===== src/rtl/comp_pkg.sv =====
// Shared definitions for the compensation weight loader.
//   COMP_WEIGHT_WIDTH : bits per CPE weight (one nibble per column)
//   loader_state_e    : loader FSM state encoding
package comp_pkg;

  localparam int COMP_WEIGHT_WIDTH = 4;

  typedef enum logic [1:0] {
    IDLE  = 2'd0,
    FETCH = 2'd1,
    DRAIN = 2'd2,
    DONE  = 2'd3
  } loader_state_e;

endpackage


===== src/rtl/comp_weight_loader.sv =====
// Compensation weight loader.
// Streams an ARRAY_SIZE-word weight tile out of the compensation memory
// into the top CPE row, bottom row first. After the burst row r of every
// CPE column holds the weight from word base_addr+r.
//
// Ports:
//   clk, rst                      clock, async active-high reset
//   start, base_addr              load request (accepted in IDLE only) + tile base
//   busy, done                    busy FETCH..DONE, one-cycle done pulse
//   mem_rd_en, mem_rd_addr        memory read strobe / address (data 1 cycle later)
//   mem_rd_data                   read word, column 0 in bits [3:0]
//   Compensation_Weight           weight bus into top CPE row (pass-through + hold)
//   Compensation_Weight_out_valid shift enable for all CPE columns
//   abort                         only with COMP_LOADER_ABORT_EN defined:
//                                 cancels a load in FETCH/DRAIN, no done pulse
module comp_weight_loader
  import comp_pkg::*;
#(
  parameter int ARRAY_SIZE = 8,
  parameter int ADDR_WIDTH = 6
) (
  input  logic                                   clk,
  input  logic                                   rst,
  input  logic                                   start,
  input  logic [ADDR_WIDTH-1:0]                  base_addr,
`ifdef COMP_LOADER_ABORT_EN
  input  logic                                   abort,
`endif
  output logic                                   busy,
  output logic                                   done,
  output logic                                   mem_rd_en,
  output logic [ADDR_WIDTH-1:0]                  mem_rd_addr,
  input  logic [COMP_WEIGHT_WIDTH*ARRAY_SIZE-1:0] mem_rd_data,
  output logic [COMP_WEIGHT_WIDTH*ARRAY_SIZE-1:0] Compensation_Weight,
  output logic                                   Compensation_Weight_out_valid
);

  localparam int KW = (ARRAY_SIZE > 1) ? $clog2(ARRAY_SIZE) : 1;
  localparam int DW = COMP_WEIGHT_WIDTH * ARRAY_SIZE;
  localparam logic [KW-1:0] K_LAST = KW'(ARRAY_SIZE - 1);

  loader_state_e         state;
  logic [KW-1:0]         k;
  logic [ADDR_WIDTH-1:0] base_q;
  logic [DW-1:0]         cw_hold;

  logic abort_req;
`ifdef COMP_LOADER_ABORT_EN
  assign abort_req = abort;
`else
  assign abort_req = 1'b0;
`endif

  // Memory data arrives exactly while valid is high, so the weight bus is a
  // straight pass-through then; otherwise it replays the last word taken.
  assign Compensation_Weight = Compensation_Weight_out_valid ? mem_rd_data : cw_hold;

  always_ff @(posedge clk or posedge rst) begin
    if (rst) begin
      state                         <= IDLE;
      k                             <= '0;
      base_q                        <= '0;
      busy                          <= 1'b0;
      done                          <= 1'b0;
      mem_rd_en                     <= 1'b0;
      mem_rd_addr                   <= '0;
      Compensation_Weight_out_valid <= 1'b0;
      cw_hold                       <= '0;
    end else begin
      // One-cycle valid delay tracks the memory read latency.
      Compensation_Weight_out_valid <= mem_rd_en;
      if (Compensation_Weight_out_valid) cw_hold <= mem_rd_data;
      done <= 1'b0;

      case (state)
        IDLE: begin
          if (start) begin
            base_q      <= base_addr;
            k           <= '0;
            state       <= FETCH;
            busy        <= 1'b1;
            mem_rd_en   <= 1'b1;
            // Bottom row first; address arithmetic wraps modulo 2^ADDR_WIDTH.
            mem_rd_addr <= base_addr + ADDR_WIDTH'(ARRAY_SIZE - 1);
          end
        end
        FETCH: begin
          if (abort_req) begin
            state     <= IDLE;
            k         <= '0;
            busy      <= 1'b0;
            mem_rd_en <= 1'b0;
          end else if (k == K_LAST) begin
            state     <= DRAIN;
            mem_rd_en <= 1'b0;
          end else begin
            k           <= k + 1'b1;
            mem_rd_addr <= base_q + ADDR_WIDTH'(ARRAY_SIZE - 2) - ADDR_WIDTH'(k);
          end
        end
        DRAIN: begin
          if (abort_req) begin
            state <= IDLE;
            k     <= '0;
            busy  <= 1'b0;
          end else begin
            state <= DONE;
            done  <= 1'b1;
          end
        end
        DONE: begin
          state <= IDLE;
          k     <= '0;
          busy  <= 1'b0;
        end
        default: begin
          state <= IDLE;
          busy  <= 1'b0;
        end
      endcase
    end
  end

endmodule

===== config.mk =====
export PLATFORM = sky130hd
export DESIGN_NAME = comp_weight_loader
export DESIGN_NICKNAME = d
export VERILOG_FILES = /design/src/rtl/comp_pkg.sv /design/src/rtl/comp_weight_loader.sv
export SDC_FILE = /design/constraint.sdc
export NUM_CORES = 1
export LEC_CHECK = 0
export ABC_AREA = 1
export BUFFER_PORTS_ARGS = -buffer_cell sky130_fd_sc_hd__buf_2
export CORE_ASPECT_RATIO = 1.1
export CORE_MARGIN = 4
export CORE_UTILIZATION = 39
export DETAILED_ROUTE_END_ITERATION = 12
export PLACE_DENSITY_LB_ADDON = 0.1
export SETUP_SLACK_MARGIN = 0.3
export SLEW_MARGIN = 20
export SYNTH_ARGS = -nofsm -noshare
export SYNTH_HDL_FRONTEND = slang
export SYNTH_SLANG_ARGS = --single-unit

===== constraint.sdc =====
create_clock -name clk -period 2.76 [get_ports clk]
set_clock_uncertainty 0.05 [all_clocks]
set_input_delay 0.552 -clock clk [delete_from_list [all_inputs] [get_ports clk]]
set_output_delay 0.552 -clock clk [all_outputs]
set_load 0.01 [all_outputs]

* After elaboration in Yosys (flattened, before gate mapping) *
Cells that the tools add are included.

word-level totals
  register bits = 53
  latch bits = 0
  bits in writable memories = 0
  memory bits (read-only) = 0
  input port bits = 41
  output and inout port bits = 42
  word-level logic and storage cells = 46
  memories = 0

cells by class
  add/sub/neg operators = 4
  $mul = 0
  div/mod/pow operators = 0
  order comparisons = 0
  equality and inequality tests = 7
  shift-type cells = 0
  muxes and demuxes = 15
  bitwise operators = 2
  reduce and logical (&&, ||, !) cells = 9

operator list
  cell                                                 count
  2-to-1 mux 32 bit                                    1
  adder 6 x 3 -> 6 bit, second input constant          2
  2-to-1 mux 6 bit                                     2
  case mux 6 bit (2 select lines)                      1
  case mux 3 bit (3 select lines)                      1
  AND reduction 3 bit                                  3
  case mux 2 bit (4 select lines)                      1
  2-to-1 mux 3 bit                                     2
  inequality test 2 bit, second input constant         3
  AND reduction 2 bit                                  3
  subtractor 6 x 3 -> 6 bit                            1
  equality test 2 bit, second input constant           2
  2-to-1 mux 2 bit                                     2
  case mux 1 bit (2 select lines)                      2
  adder 3 x 1 -> 3 bit, second input constant          1
  equality test 3 bit, second input constant           1
  2-to-1 mux 1 bit                                     3
  equality test 2 x 1 -> 1 bit, second input constant  1
  logical NOT 2 bit                                    1
  inverter 1 bit                                       2
  nonzero test 2 bit                                   1
  OR reduction 2 bit                                   1

* Logic depth before layout (Yosys ltp) *
  depth after elaboration = 4
  depth in mapped cells = 15
  depth with buffers taken out = 15

* Least setup slack after synthesis *
Ideal clock, no wire load.

  kind = flip-flop to flip-flop
  from = register k[1]
  to = register mem_rd_addr[5]
  setup time = 0.116 ns
  data arrival time = 1.714 ns
  data required time = 2.594 ns
  setup slack = 0.880 ns
  cell stages (with the launch flop) = 14
  buffers on the path = 0
  clock period less this slack = 1.880 ns
  cells stage by stage = dfrtp_1 -> ha_1 -> inv_1 -> ha_1 -> inv_1 -> fa_1 -> inv_1 -> nand2_1 -> nand2_1 -> nand3_1 -> nand3_1 -> nand2_1 -> nand2_1 -> nand2_1

on the way
  longest elaborated chain between the ends = 3
  elaborated cells between the ends (all ways) = 6
  classes of those cells = add/sub: 1; eq/ne: 2; mux: 2; reduce/logical: 1

ends and longest elaborated chain
  item                                                                    RTL line                                            text
  start: declaration                                                      comp_weight_loader.sv:43                            logic [KW-1:0] k;
  start signal: assignment                                                comp_weight_loader.sv:97                            k <= k + 1'b1;
  subtractor 6 x 3 -> 6 bit or equality test 3 bit (tied branches)        comp_weight_loader.sv:98, comp_weight_loader.sv:93
  2-to-1 mux 6 bit or inequality test 2 bit (tied branches)               -
  case mux 6 bit (2 select lines) or AND reduction 3 bit (tied branches)  -
  end signal: assignment                                                  comp_weight_loader.sv:84                            mem_rd_addr <= base_addr + ADDR_WIDTH'(ARRAY_SIZE - 1);
  end signal: assignment                                                  comp_weight_loader.sv:98                            mem_rd_addr <= base_q + ADDR_WIDTH'(ARRAY_SIZE - 2) - ADDR_WIDTH'(k);
  end: declaration                                                        comp_weight_loader.sv:32                            output logic [ADDR_WIDTH-1:0] mem_rd_addr,

Parallel ways exist; a longest one is shown, timed or not. The select of a mux whose other input is x is not followed.
A chain may end at the register's enable or synchronous reset.

* Worst setup path in the final report *
  from = register Compensation_Weight_out_valid
  to = output port Compensation_Weight[0]

on the way
  longest elaborated chain between the ends = 1

ends and longest elaborated chain
  item                      RTL line                  text
  start: declaration        comp_weight_loader.sv:35  output logic Compensation_Weight_out_valid
  start signal: assignment  comp_weight_loader.sv:71  Compensation_Weight_out_valid <= mem_rd_en;
  2-to-1 mux 32 bit         -
  end: declaration          comp_weight_loader.sv:34  output logic [COMP_WEIGHT_WIDTH*ARRAY_SIZE-1:0] Compensation_Weight,

No other way between the ends.

==> impl_metrics.json <==
{
  "grt_pass1_vias": 1744,
  "min_period_ns": 2.14,
  "drv_slew": 0,
  "cp-end-kind": "primary output",
  "fin_ws_ns": 0.619,
  "dieArea_sq_mm": 0.00774,
  "syn_area_sq_mm": 0.00249,
  "yosysWarnings": 0,
  "viasPerCell": 4.55,
  "hp-class": "input port to async pin",
  "worst_slew_pin_slew_ns": 0.595,
  "p_total_mw": 3.67,
  "final_area_sq_mm": 0.00310,
  "drc": 0,
  "ant_nets": 0,
  "initial_core_util_pct": 40.3,
  "tritoncts": "done",
  "root_buffer": "clkbuf_8",
  "drt_pass1_iterations": 4,
  "portBuffers": 82,
  "synth_edf_count": 0,
  "netlist_instances": 233,
  "synth_common_cells": "dfrtp_1, nand2_1, inv_1, mux2_2, o21ai_0",
  "cts.sinks": 53,
  "synth_seq_cells": 53,
  "die_y_microns": 91.9,
  "postRouteWirelength_mm": 4.88,
  "p_leak_nw": 1.62,
  "die_x_microns": 84.3,
  "gp_congestion": 0.822,
  "fin_setup_tns_ns": 0,
  "num-nets-final": 376,
  "gr-total-overflow": 0,
  "critical_path_class": "flop to primary output",
  "rsz0062_at_grt": "false",
  "seq_area_frac_synth_pct": 53.2,
  "synthArstFlopShare_pct": 100,
  "cts_buffers": 5,
  "clk-insertion-delay-late_ns": 0.30,
  "synth_most_common_cell": "dfrtp_1",
  "clk_pin_slew_ns": 0.09,
  "drt_iter0_drc": 49,
  "syn2layout_area_growth_pct": 24.3,
  "dpl-instance-area_sq_mm": 0.00301,
  "r2r_end": "mem_rd_addr[5]$_DFFE_PP0P_",
  "grt_pass1_wl_mm": 8.45,
  "dp_hpwl_mm": 3.84,
  "worstSetupStartpointType": "flop",
  "clock_path_buffers": 2,
  "syn_nets": 290,
  "synth_top_area_share_pct": 53.2,
  "core_sq_mm": 0.00619,
  "pre_cts_slack_ns": 0.786,
  "status": "completed",
  "syn_avg_cell_area_sq_um": 10.7,
  "fmax_mhz": 467,
  "hold_violations": 0,
  "p_per_area_mw_per_mm2": 1180,
  "ioPinCount": 83,
  "period_share_pct": 77.6,
  "r2r_start": "k[1]$_DFFE_PP0P_",
  "ff2ff_setup_slack_ns": 0.78,
  "hold_buffers": 0,
  "cts_setup_buffers": 0,
  "grt.total_usage_pct": 13.5,
  "grt_max_degree": 34,
  "ir_drop_mv": 0.371,
  "synth.area.top_cells": "dfrtp_1, mux2_2, ha_1",
  "antenna_found_initial": 0,
  "wl_per_cell_microns": 12.2,
  "vias": 1820,
  "critPathArrivalTime_ns": 1.54,
  "synth_top_cell_by_area": "dfrtp_1",
  "worstRegToRegCells": 13,
  "cp.required_ns": 2.16,
  "synth_flop_cell": "dfrtp_1",
  "relSlewSlack_pct": 60.3,
  "critPathMaxFanout": 33,
  "drive_gt1_share_pct": 41.9,
  "rows": 30,
  "setup_viol": 0,
  "synth.distinct_cells": 26,
  "htreeDepth": 2,
  "num_antenna_cells": 0,
  "drv_cap": 0,
  "cts_resized": 0
}
stage by stage:
stage	util, %	cells	hold WS (ns)
CTS	50.1	400	0.276
global placement	48.5	392	0.359
finish	50.1	400	0.260
global route	50.1	400	0.293
detailed placement	48.5	392	0.358
floorplan	-	233	0.379
layout make-up:
cell class | instances | area, sq um
Clock inverter | 2 | 13.8
Tap cell | 80 | 100
Timing Repair Buffer | 85 | 445
Inverter | 35 | 131
Multi-Input combinational cell | 139 | 1000
Sequential cell | 53 | 1330
Fill cell | 600 | 3090
Clock buffer | 6 | 82.6
sequential cells by signal, indices dropped and copies added (netlist names):
name and cells:
done 1, busy 1, Compensation_Weight_out_valid 1, cw_hold 32, base_q 6, mem_rd_en 1, k 3, mem_rd_addr 6
state 2
worst max path at each step:
stage,slack [ns],startpoint,to,cells after the start
5_1_grt,0.51,Compensation_Weight_out_valid$_DFF_PP0_,Compensation_Weight[31],3
4_1_cts,0.58,Compensation_Weight_out_valid$_DFF_PP0_,Compensation_Weight[0],3
6_report,0.62,Compensation_Weight_out_valid$_DFF_PP0_,Compensation_Weight[0],3
2_1_floorplan,0.87,rst,Compensation_Weight_out_valid$_DFF_PP0_,1
3_3_place_gp,0.81,k[1]$_DFFE_PP0P_,mem_rd_addr[5]$_DFFE_PP0P_,13
3_5_place_dp,0.79,k[1]$_DFFE_PP0P_,mem_rd_addr[5]$_DFFE_PP0P_,13
kinds of logic (layout without fill, tap and decap cells):
| group | count (synthesis) | after routing | synth area share [%] |
|---|---|---|---|
| AO/OA/AOI/OAI | 26 | 26 | 5.47 |
| buffers and inverters | 41 | 128 | 6.67 |
| multiplexers | 32 | 32 | 14.4 |
| XOR/XNOR | 1 | 1 | 0.351 |
| AND/OR/NAND/NOR | 64 | 64 | 11.6 |
| adder cells (fa/ha/maj) | 16 | 16 | 8.33 |
| flip-flops | 53 | 53 | 53.2 |
critical path, cell delays in order (launching register included):
cell,delay [ns]
dfrtp_1,0.33
buf_4,0.36
mux2_2,0.41
buf_2,0.14
routing by layer:
layer / up-vias / part of all wire [%] / track usage (%)
met2: 55 / 47 / 21.7
met1: 838 / 44 / 17.6
li1: 921 / - / -
met4: 0 / 1.4 / 4.42
met5: - / 0 / 0
met3: 6 / 7.3 / 3.68
where the power goes:
| group | switching (mW) | internal (mW) | leakage [nW] |
|---|---|---|---|
| clock network | 0.240 | 0.204 | 0.0512 |
| logic | 1.06 | 0.869 | 0.936 |
| registers | 0.135 | 1.16 | 0.631 |
| total | 1.44 | 2.23 | 1.62 |
cell usage in the layout, fill, tap and decap left out:
master     n
buf_2     82
dfrtp_1   53
nand2_1   37
inv_1     30
mux2_2    30
o21ai_0   16
ha_1      15
nand3_1   13
a21oi_1    7
nor2_1     6
clkbuf_8   6
inv_2      5
mux2_1     2
or2_2      2
buf_4      2
nor2_2     1
nor2_4     1
nand2_4    1
nor3_2     1
o21a_1     1
nor3_1     1
a31oi_1    1
xnor2_1    1
a21boi_0   1
or2_1      1
fa_1       1
clkinv_2   1
clkinv_4   1
buf_12     1
No activity file was read; power rests on OpenSTA's default activity.
